===== src/rtl/traffic_pkg.sv =====
// Shared road codes, transmitter FSM state encoding and default counter width.
package traffic_pkg;

  // Road codes, also the bit index into veh_pulse/overflow
  localparam logic [1:0] ROAD_N = 2'd0;
  localparam logic [1:0] ROAD_E = 2'd1;
  localparam logic [1:0] ROAD_S = 2'd2;
  localparam logic [1:0] ROAD_W = 2'd3;

  localparam int unsigned DefCntW = 8;

  typedef enum logic [1:0] {
    StIdle,
    StLoad,
    StPresent,
    StHold
  } tx_state_e;

endpackage


===== src/rtl/road_counter.sv =====
// Saturating per-road vehicle counter with a sticky overflow flag.
// A clear that coincides with an arrival restarts the count at 1 so the pulse is kept.
module road_counter
  import traffic_pkg::*;
#(
  parameter int unsigned CNT_W = DefCntW
) (
  input  logic             clk,
  input  logic             reset,
  input  logic             inc,
  input  logic             clr,
  output logic [CNT_W-1:0] count,
  output logic             ovf
);

  localparam logic [CNT_W-1:0] CntMax = '1;

  logic [CNT_W-1:0] count_q;
  logic             ovf_q;

  // Count arrivals, saturate at max and remember that a pulse was lost
  always_ff @(posedge clk) begin
    if (reset) begin
      count_q <= '0;
      ovf_q   <= 1'b0;
    end else if (clr) begin
      count_q <= inc ? CNT_W'(1) : '0;
      ovf_q   <= 1'b0;
    end else if (inc) begin
      if (count_q == CntMax) begin
        ovf_q <= 1'b1;
      end else begin
        count_q <= count_q + 1'b1;
      end
    end
  end

  assign count = count_q;
  assign ovf   = ovf_q;

endmodule


===== src/rtl/sensor_count_transmitter.sv =====
// Sensor-side producer of the (next_road, data_in) frame interface.
// Counts per-road arrivals; on request snapshots and clears one road, presents the
// count on data_in, then moves next_road one cycle later so data_in is already settled.
// Optional feature: define TX_PARITY_EN to add a registered even-parity output data_parity.
module sensor_count_transmitter
  import traffic_pkg::*;
#(
  parameter int unsigned CNT_W       = DefCntW,
  parameter int unsigned HOLD_CYCLES = 2
) (
  input  logic             clk,
  input  logic             reset,
  input  logic [3:0]       veh_pulse,
  input  logic             req,
  input  logic [1:0]       req_road,
  output logic [1:0]       next_road,
  output logic [CNT_W-1:0] data_in,
  output logic             data_valid,
  output logic             busy,
  output logic [3:0]       overflow
`ifdef TX_PARITY_EN
  ,
  output logic             data_parity
`endif
);

  localparam logic [3:0] HoldInit = 4'(HOLD_CYCLES - 1);

  tx_state_e        state_q, state_d;
  logic [1:0]       road_q, road_d;
  logic [CNT_W-1:0] data_q, data_d;
  logic [1:0]       next_road_q, next_road_d;
  logic             valid_q, valid_d;
  logic             busy_q, busy_d;
  logic [3:0]       hold_q, hold_d;
  logic             load_en;

  logic [CNT_W-1:0] cnt [4];
  logic [3:0]       clr;
  logic [3:0]       ovf;

  for (genvar r = 0; r < 4; r++) begin : g_road
    // Snapshot edge clears only the selected road
    assign clr[r] = load_en & (road_q == 2'(r));

    road_counter #(
      .CNT_W (CNT_W)
    ) u_road_counter (
      .clk   (clk),
      .reset (reset),
      .inc   (veh_pulse[r]),
      .clr   (clr[r]),
      .count (cnt[r]),
      .ovf   (ovf[r])
    );
  end

  // Frame sequencing: accept, snapshot, present, hold, release
  always_comb begin
    state_d     = state_q;
    road_d      = road_q;
    data_d      = data_q;
    next_road_d = next_road_q;
    valid_d     = valid_q;
    busy_d      = busy_q;
    hold_d      = hold_q;
    load_en     = 1'b0;
    unique case (state_q)
      StIdle: begin
        if (req) begin
          road_d  = req_road;
          busy_d  = 1'b1;
          state_d = StLoad;
        end
      end
      StLoad: begin
        data_d  = cnt[road_q];
        load_en = 1'b1;
        state_d = StPresent;
      end
      StPresent: begin
        next_road_d = road_q;
        valid_d     = 1'b1;
        hold_d      = HoldInit;
        state_d     = StHold;
      end
      StHold: begin
        if (hold_q == 4'd0) begin
          valid_d = 1'b0;
          busy_d  = 1'b0;
          state_d = StIdle;
        end else begin
          hold_d = hold_q - 4'd1;
        end
      end
      default: state_d = StIdle;
    endcase
  end

  // State and output registers; reset aborts any frame in flight
  always_ff @(posedge clk) begin
    if (reset) begin
      state_q     <= StIdle;
      road_q      <= ROAD_N;
      data_q      <= '0;
      next_road_q <= ROAD_N;
      valid_q     <= 1'b0;
      busy_q      <= 1'b0;
      hold_q      <= 4'd0;
    end else begin
      state_q     <= state_d;
      road_q      <= road_d;
      data_q      <= data_d;
      next_road_q <= next_road_d;
      valid_q     <= valid_d;
      busy_q      <= busy_d;
      hold_q      <= hold_d;
    end
  end

`ifdef TX_PARITY_EN
  logic parity_q;

  // Parity tracks data_in edge for edge
  always_ff @(posedge clk) begin
    if (reset) begin
      parity_q <= 1'b0;
    end else begin
      parity_q <= ^data_d;
    end
  end

  assign data_parity = parity_q;
`endif

  assign next_road  = next_road_q;
  assign data_in    = data_q;
  assign data_valid = valid_q;
  assign busy       = busy_q;
  assign overflow   = ovf;

endmodule


===== config.mk =====
export PLATFORM = sky130hd
export DESIGN_NAME = sensor_count_transmitter
export DESIGN_NICKNAME = d
export VERILOG_FILES = /design/src/rtl/traffic_pkg.sv /design/src/rtl/road_counter.sv /design/src/rtl/sensor_count_transmitter.sv
export SDC_FILE = /design/constraint.sdc
export NUM_CORES = 1
export LEC_CHECK = 0
export CAP_MARGIN = 0
export CORE_MARGIN = 4
export CORE_UTILIZATION = 55
export DETAILED_ROUTE_END_ITERATION = 16
export GPL_TIMING_DRIVEN = 0
export PLACE_DENSITY = 0.76
export RECOVER_POWER = 25
export SLEW_MARGIN = 25
export SYNTH_ARGS = -nofsm -noshare
export SYNTH_HDL_FRONTEND = slang
export SYNTH_HIERARCHICAL = 1
export SYNTH_SLANG_ARGS = --single-unit

===== constraint.sdc =====
create_clock -name clk -period 2.2 [get_ports clk]
set_clock_uncertainty 0.1 [all_clocks]
set_input_delay 0.33 -clock clk [delete_from_list [all_inputs] [get_ports clk]]
set_output_delay 0.33 -clock clk [all_outputs]
set_load 0.03 [all_outputs]

== Word level (Yosys, flattened, before mapping) ==
Index checks and enable logic that the tools add are counted.
Operators by class
  add/subtract/negate cells: 5
  magnitude comparators: 1
  equality and inequality tests: 17
  multiplexer cells: 29
  bitwise logic cells: 5
  reductions and logical operators: 26
Operators with widths (number)
  8-bit two-way mux: 14
  8-bit by 1-bit adder with 8-bit output, second input constant: 4
  8-bit == test, second input constant: 4
  2-bit AND reduction: 12
  8-bit binary-select mux with 2-bit select: 1
  2-bit nonzero test: 6
  2-bit == test, second input constant: 4
  2-bit by 1-bit inequality test with 1-bit output, second input constant: 4
  2-bit case mux with 4 select lines: 1
  4-bit case mux with 2 select lines: 1
  2-bit OR reduction: 4
  1-bit two-way mux: 7
  2-bit inequality test, second input constant: 3
  1-bit bitwise AND: 4
  2-bit by 1-bit == test with 1-bit output, second input constant: 2
  2-bit zero test: 2
  4-bit zero test: 1
  2-bit two-way mux: 2
  4-bit two-way mux: 1
  1-bit case mux with 2 select lines: 2
  4-bit by 1-bit subtractor with 4-bit output, second input constant: 1
  3-bit greater-or-equal comparator, second input constant: 1
  2-bit NOT with 3-bit output: 1
  3-bit AND reduction: 1
Storage, ports and cells
  register bits after elaboration: 56
  input port bits: 9

== Longest topological paths before layout ==
  word-level depth: 5
  mapped depth: 8
  depth with buffers taken out: 7

== By module ==
The synthesis kept the hierarchy.
By module, submodules not included
  road_counter: instances 4, cells each 53, area each 436.7 µm², sequential area each 180.2 µm²
  sensor_count_transmitter: instances 1, cells each 126, area each 1198.6 µm², sequential area each 400.4 µm²

== Least setup slack after synthesis ==
No wires, ideal clock.
  kind: register -> register
  start: register state_q[1]
  end: register g_road[1].u_road_counter.count_q[6]
  setup time: 0.078 ns
  data arrival time: 1.576 ns
  data required time: 2.022 ns
  path slack: 0.446 ns
  stages on the path, launching flop included: 8
  path buffers: 2
  clock period less this slack: 1.754 ns
  path through: dfxtp_1 inv_1 ha_1 buf_2 buf_2 and3b_1 or2_1 nor3_1
On the way
  word-level cells in the longest chain between the ends: 5
  elaborated cells between the ends (all ways): 7
  classes of those cells: eq/ne: 2; mux: 2; bitwise: 1; reduce/logical: 2
Ends and longest elaborated chain
  start: declaration: line sensor_count_transmitter.sv:29  | tx_state_e state_q, state_d;
  start signal: assignment: line sensor_count_transmitter.sv:103  | state_q <= StIdle;
  start signal: assignment: line sensor_count_transmitter.sv:111  | state_q <= state_d;
  2-bit by 1-bit == test with 1-bit output (*): line sensor_count_transmitter.sv:68  | unique case (state_q)
  1-bit two-way mux (*): line sensor_count_transmitter.sv:68
  1-bit bitwise AND (*): line sensor_count_transmitter.sv:44  | assign clr[r] = load_en & (road_q == 2'(r));
  net clr[1]: line sensor_count_transmitter.sv:39  | logic [3:0] clr;
  2-bit by 1-bit inequality test with 1-bit output (no line) / 2-bit nonzero test (equally long branches)
  2-bit AND reduction (no line)
  end signal: assignment: line road_counter.sv:27  | count_q <= inc ? CNT_W'(1) : '0;
  end signal: assignment: line road_counter.sv:33  | count_q <= count_q + 1'b1;
  end: declaration: line road_counter.sv:18  | logic [CNT_W-1:0] count_q;
Mark *: on every way through the listed nets, which the timed path passes. The rest lies on a longest branch.
A chain may end at the register's enable or synchronous reset.

== Final worst setup path ==
  start: register state_q[1]
  end: register g_road[1].u_road_counter.count_q[2]
Same word-level chain as after synthesis.

==> summary.md <==
| Metric | Value |
|---|---|
| Clock sink count | 56 |
| Met3 Use GR | 0.0521 |
| Met1 usage | 0.293 |
| Via/cell ratio | just under 6 |
| Final Setup Violations | 0 |
| CTS tree | built |
| Tot GR Track Use | 0.215 |
| Critical Path End Type | flip-flop |
| Synth Register Bits | 56 |
| Run status | complete, no violations |
| Synth Area per Inst | slightly below 9 sq um |
| PD cells | 820 nW/um^2 |
| Clock Path Buffers | 2 |
| First-pass GRT wire length | 11000 um |
| Sequential fraction of the synthesis area | 0.381 |
| Chip Height | 81.2 um |
| Top post-synthesis cells by area | dfxtp_1 38%, nor2_1 6.1%, ha_1 4.7% |
| Iteration-0 DRC Markers | 183 |
| Count of cell types in the netlist | 52 |
| Asr flop ratio synth | 0 |
| WP data required | 2.34 ns |
| Port bufs | 24 |
| Drt total wl | between 6000 and 7000 um |
| Critical path data arrival time | 2.13 ns |
| Min-Delay Path Class | flip-flop to flip-flop |
| Largest net degree at the start of global routing | 19 |
| Routability cong. | 0.840 |
| HPWL Detailed | 4560 um |
| WL/cell | roughly 14 um |
| Commonest cells after routing, fill and taps aside | 56 x dfxtp_1, 47 x nor2_1, 24 x nand2_1 |
| Setup TNS | 0 ns |
| EDFF count, synth | 0 |
| Critical Setup Path Class | flip-flop to flip-flop |
| Die area | 6590 sq um |
| Final Hold Fails | 0 |
| Resize count post-CTS | 0 |
| Worst-skew pair later-pin latency | 0.32 ns |
| GR Overflow Total | 0 |
| Commonest non-fill, non-tap cell in the layout | dfxtp_1 |
| Drt pass-1 iters | 4 |
| Site row count | 26 |
| Number of global-route vias before repair | 2321 |
| Layout cell share with drive strength beyond 1 | 0.108 |
| Most used routing layer | met2 |
| Min Tclk post-route | 2.00 ns |
| # hold bufs at CTS | 0 |
| Met2 GRT Util | 0.338 |
| P&R area growth vs syn | 13.9% |
| Antenna violations before repair | 0 |
| Final nets | roughly 390 |
| Die width | about 81 um |
| Core area | 5140 sq um |
| Post-route ant nets | 0 |
| Yosys warnings | 6 |
| Net count after synthesis | roughly 360 |
| Critical path startpoint category | flip-flop |
| CTS root buf | clkbuf_8 |
| Postcts setup bufs | 0 |
| Share of the synthesized area in the top cell type | 0.381 |
| VDD IR-drop max | 0.000600 V |
| Vias | ~2600 |
| Synth Instances | 338 |
| Final max-slew violation count | 0 |
| Pleak | ~1.2 nW |
| Initial core utilization | 0.573 |
| Crit Path Max Fanout | 10 |
| Worst Tran Pin Value | 0.636 ns |
| Post-synth top flop | dfxtp_1 |
| Synth area leader | dfxtp_1 |
| Maximum clock rate | 501 MHz |
| Number of CTS-inserted buffers | 5 |
| Max-cap violations | 0 |
| Clock slew at reported path FFs | 0.10 ns |
| Ant. Diodes | 0 |
| RSZ-0062 raised after global routing | false |
| # IOs | 25 |
| Slew margin rel. | 0.574 |
| Remaining DRCs | 0 |
| Pwr Total | 0.00275 W |
| Mapped Area | approximately 2900 sq um |
| H-tree levels | 2 |
| Crit share post-route | 0.908 |
-- metrics by stage --
stage | area, sq um | utilization | cells | setup slack, ns | hold slack [ns]
6_report | 3360 | 0.653 | 440 | 0.203 | 0.372
5_1_grt | 3360 | 0.653 | 440 | 0.0318 | 0.418
4_1_cts | 3360 | 0.655 | 440 | 0.0635 | 0.382
3_5_place_dp | 3270 | 0.637 | 432 | -0.0517 | 0.360
3_3_place_gp | 3270 | 0.637 | 432 | -0.0320 | 0.351
2_1_floorplan | 2950 | - | 338 | 0.446 | 0.299
-- layer usage --
| metal | wire [um] | vias up |
|---|---|---|
| met5 | 0 | - |
| met4 | 70 | 0 |
| met3 | 244 | 6 |
| met2 | 2890 | 47 |
| met1 | 3060 | 1208 |
| li1 | - | 1317 |
-- worst paths after layout --
check	from	to	slack, ns	cells past startpoint
setup reg to reg	state_q[1]	g_road[1].u_road_counter/count[2]	0.20	7
hold reg to reg	g_road[3].u_road_counter/ovf	g_road[3].u_road_counter/ovf	0.37	2
setup / recovery	state_q[1]	g_road[1].u_road_counter/count[2]	0.20	7
hold / removal	g_road[3].u_road_counter/ovf	g_road[3].u_road_counter/ovf	0.37	2
-- sequential cells by signal (all words and copies together) (netlist names) --
signal and count:
busy 1, hold_q 4, g_road.u_road_counter/ovf 4, state_q 2
g_road.u_road_counter/count 32, road_q 2, next_road 2, data_in 8
data_valid 1
-- critical path, cell delays in order, from the launching register on --
cell,delay [ns]
dfxtp_1,0.40
inv_1,0.10
ha_1,0.18
buf_2,0.19
clkbuf_4,0.21
and3b_1,0.23
or2_1,0.31
a211oi_1,0.20
-- cell families (layout without fill, tap and decap cells) --
| family | count (synthesis) | count (layout) | synth area share |
|---|---|---|---|
| mux | 15 | 15 | 0.0582 |
| buf+inv | 23 | 55 | 0.0404 |
| fa+ha+maj | 11 | 11 | 0.0467 |
| flops | 56 | 56 | 0.381 |
| compound gates | 86 | 86 | 0.195 |
| simple gates | 147 | 147 | 0.279 |
-- layout make-up --
type	count	area, sq um
tap	70	87.6
sequential	56	1120
buffer	10	72.6
fill	469	1780
timing repair buffer	24	240
inverter	13	48.8
multi-input combinational	259	1690
clock buffer	5	68.8
clock inverter	3	22.5
-- where the power goes --
part	internal (W)	switching (W)
Clock	0.000229	0.000360
Sequential	0.00113	0.0000929
Combinational	0.000403	0.000536
Total	0.00176	0.000989
-- cells in the mapped netlist (2+ instances only) --
cell	n
nand3_1	11
a211oi_1	9
nor2b_1	6
and4_1	4
mux2i_1	7
a21oi_1	17
o31a_1	4
a2111oi_2	3
nor3_2	4
ha_1	11
or2_1	4
clkbuf_1	3
mux2_2	5
buf_2	3
o22ai_1	7
nand3b_1	4
o21ai_0	17
a31oi_1	12
a2111oi_1	3
o31ai_1	9
nand2_2	4
nand4_1	4
or4_1	4
dfxtp_1	56
inv_1	13
mux2_1	2
nand3_2	4
nor3_1	9
nor2_1	48
nand2b_1	3
nand2_1	24
nor4bb_1	4
No activity file was read; power rests on OpenSTA's default activity.
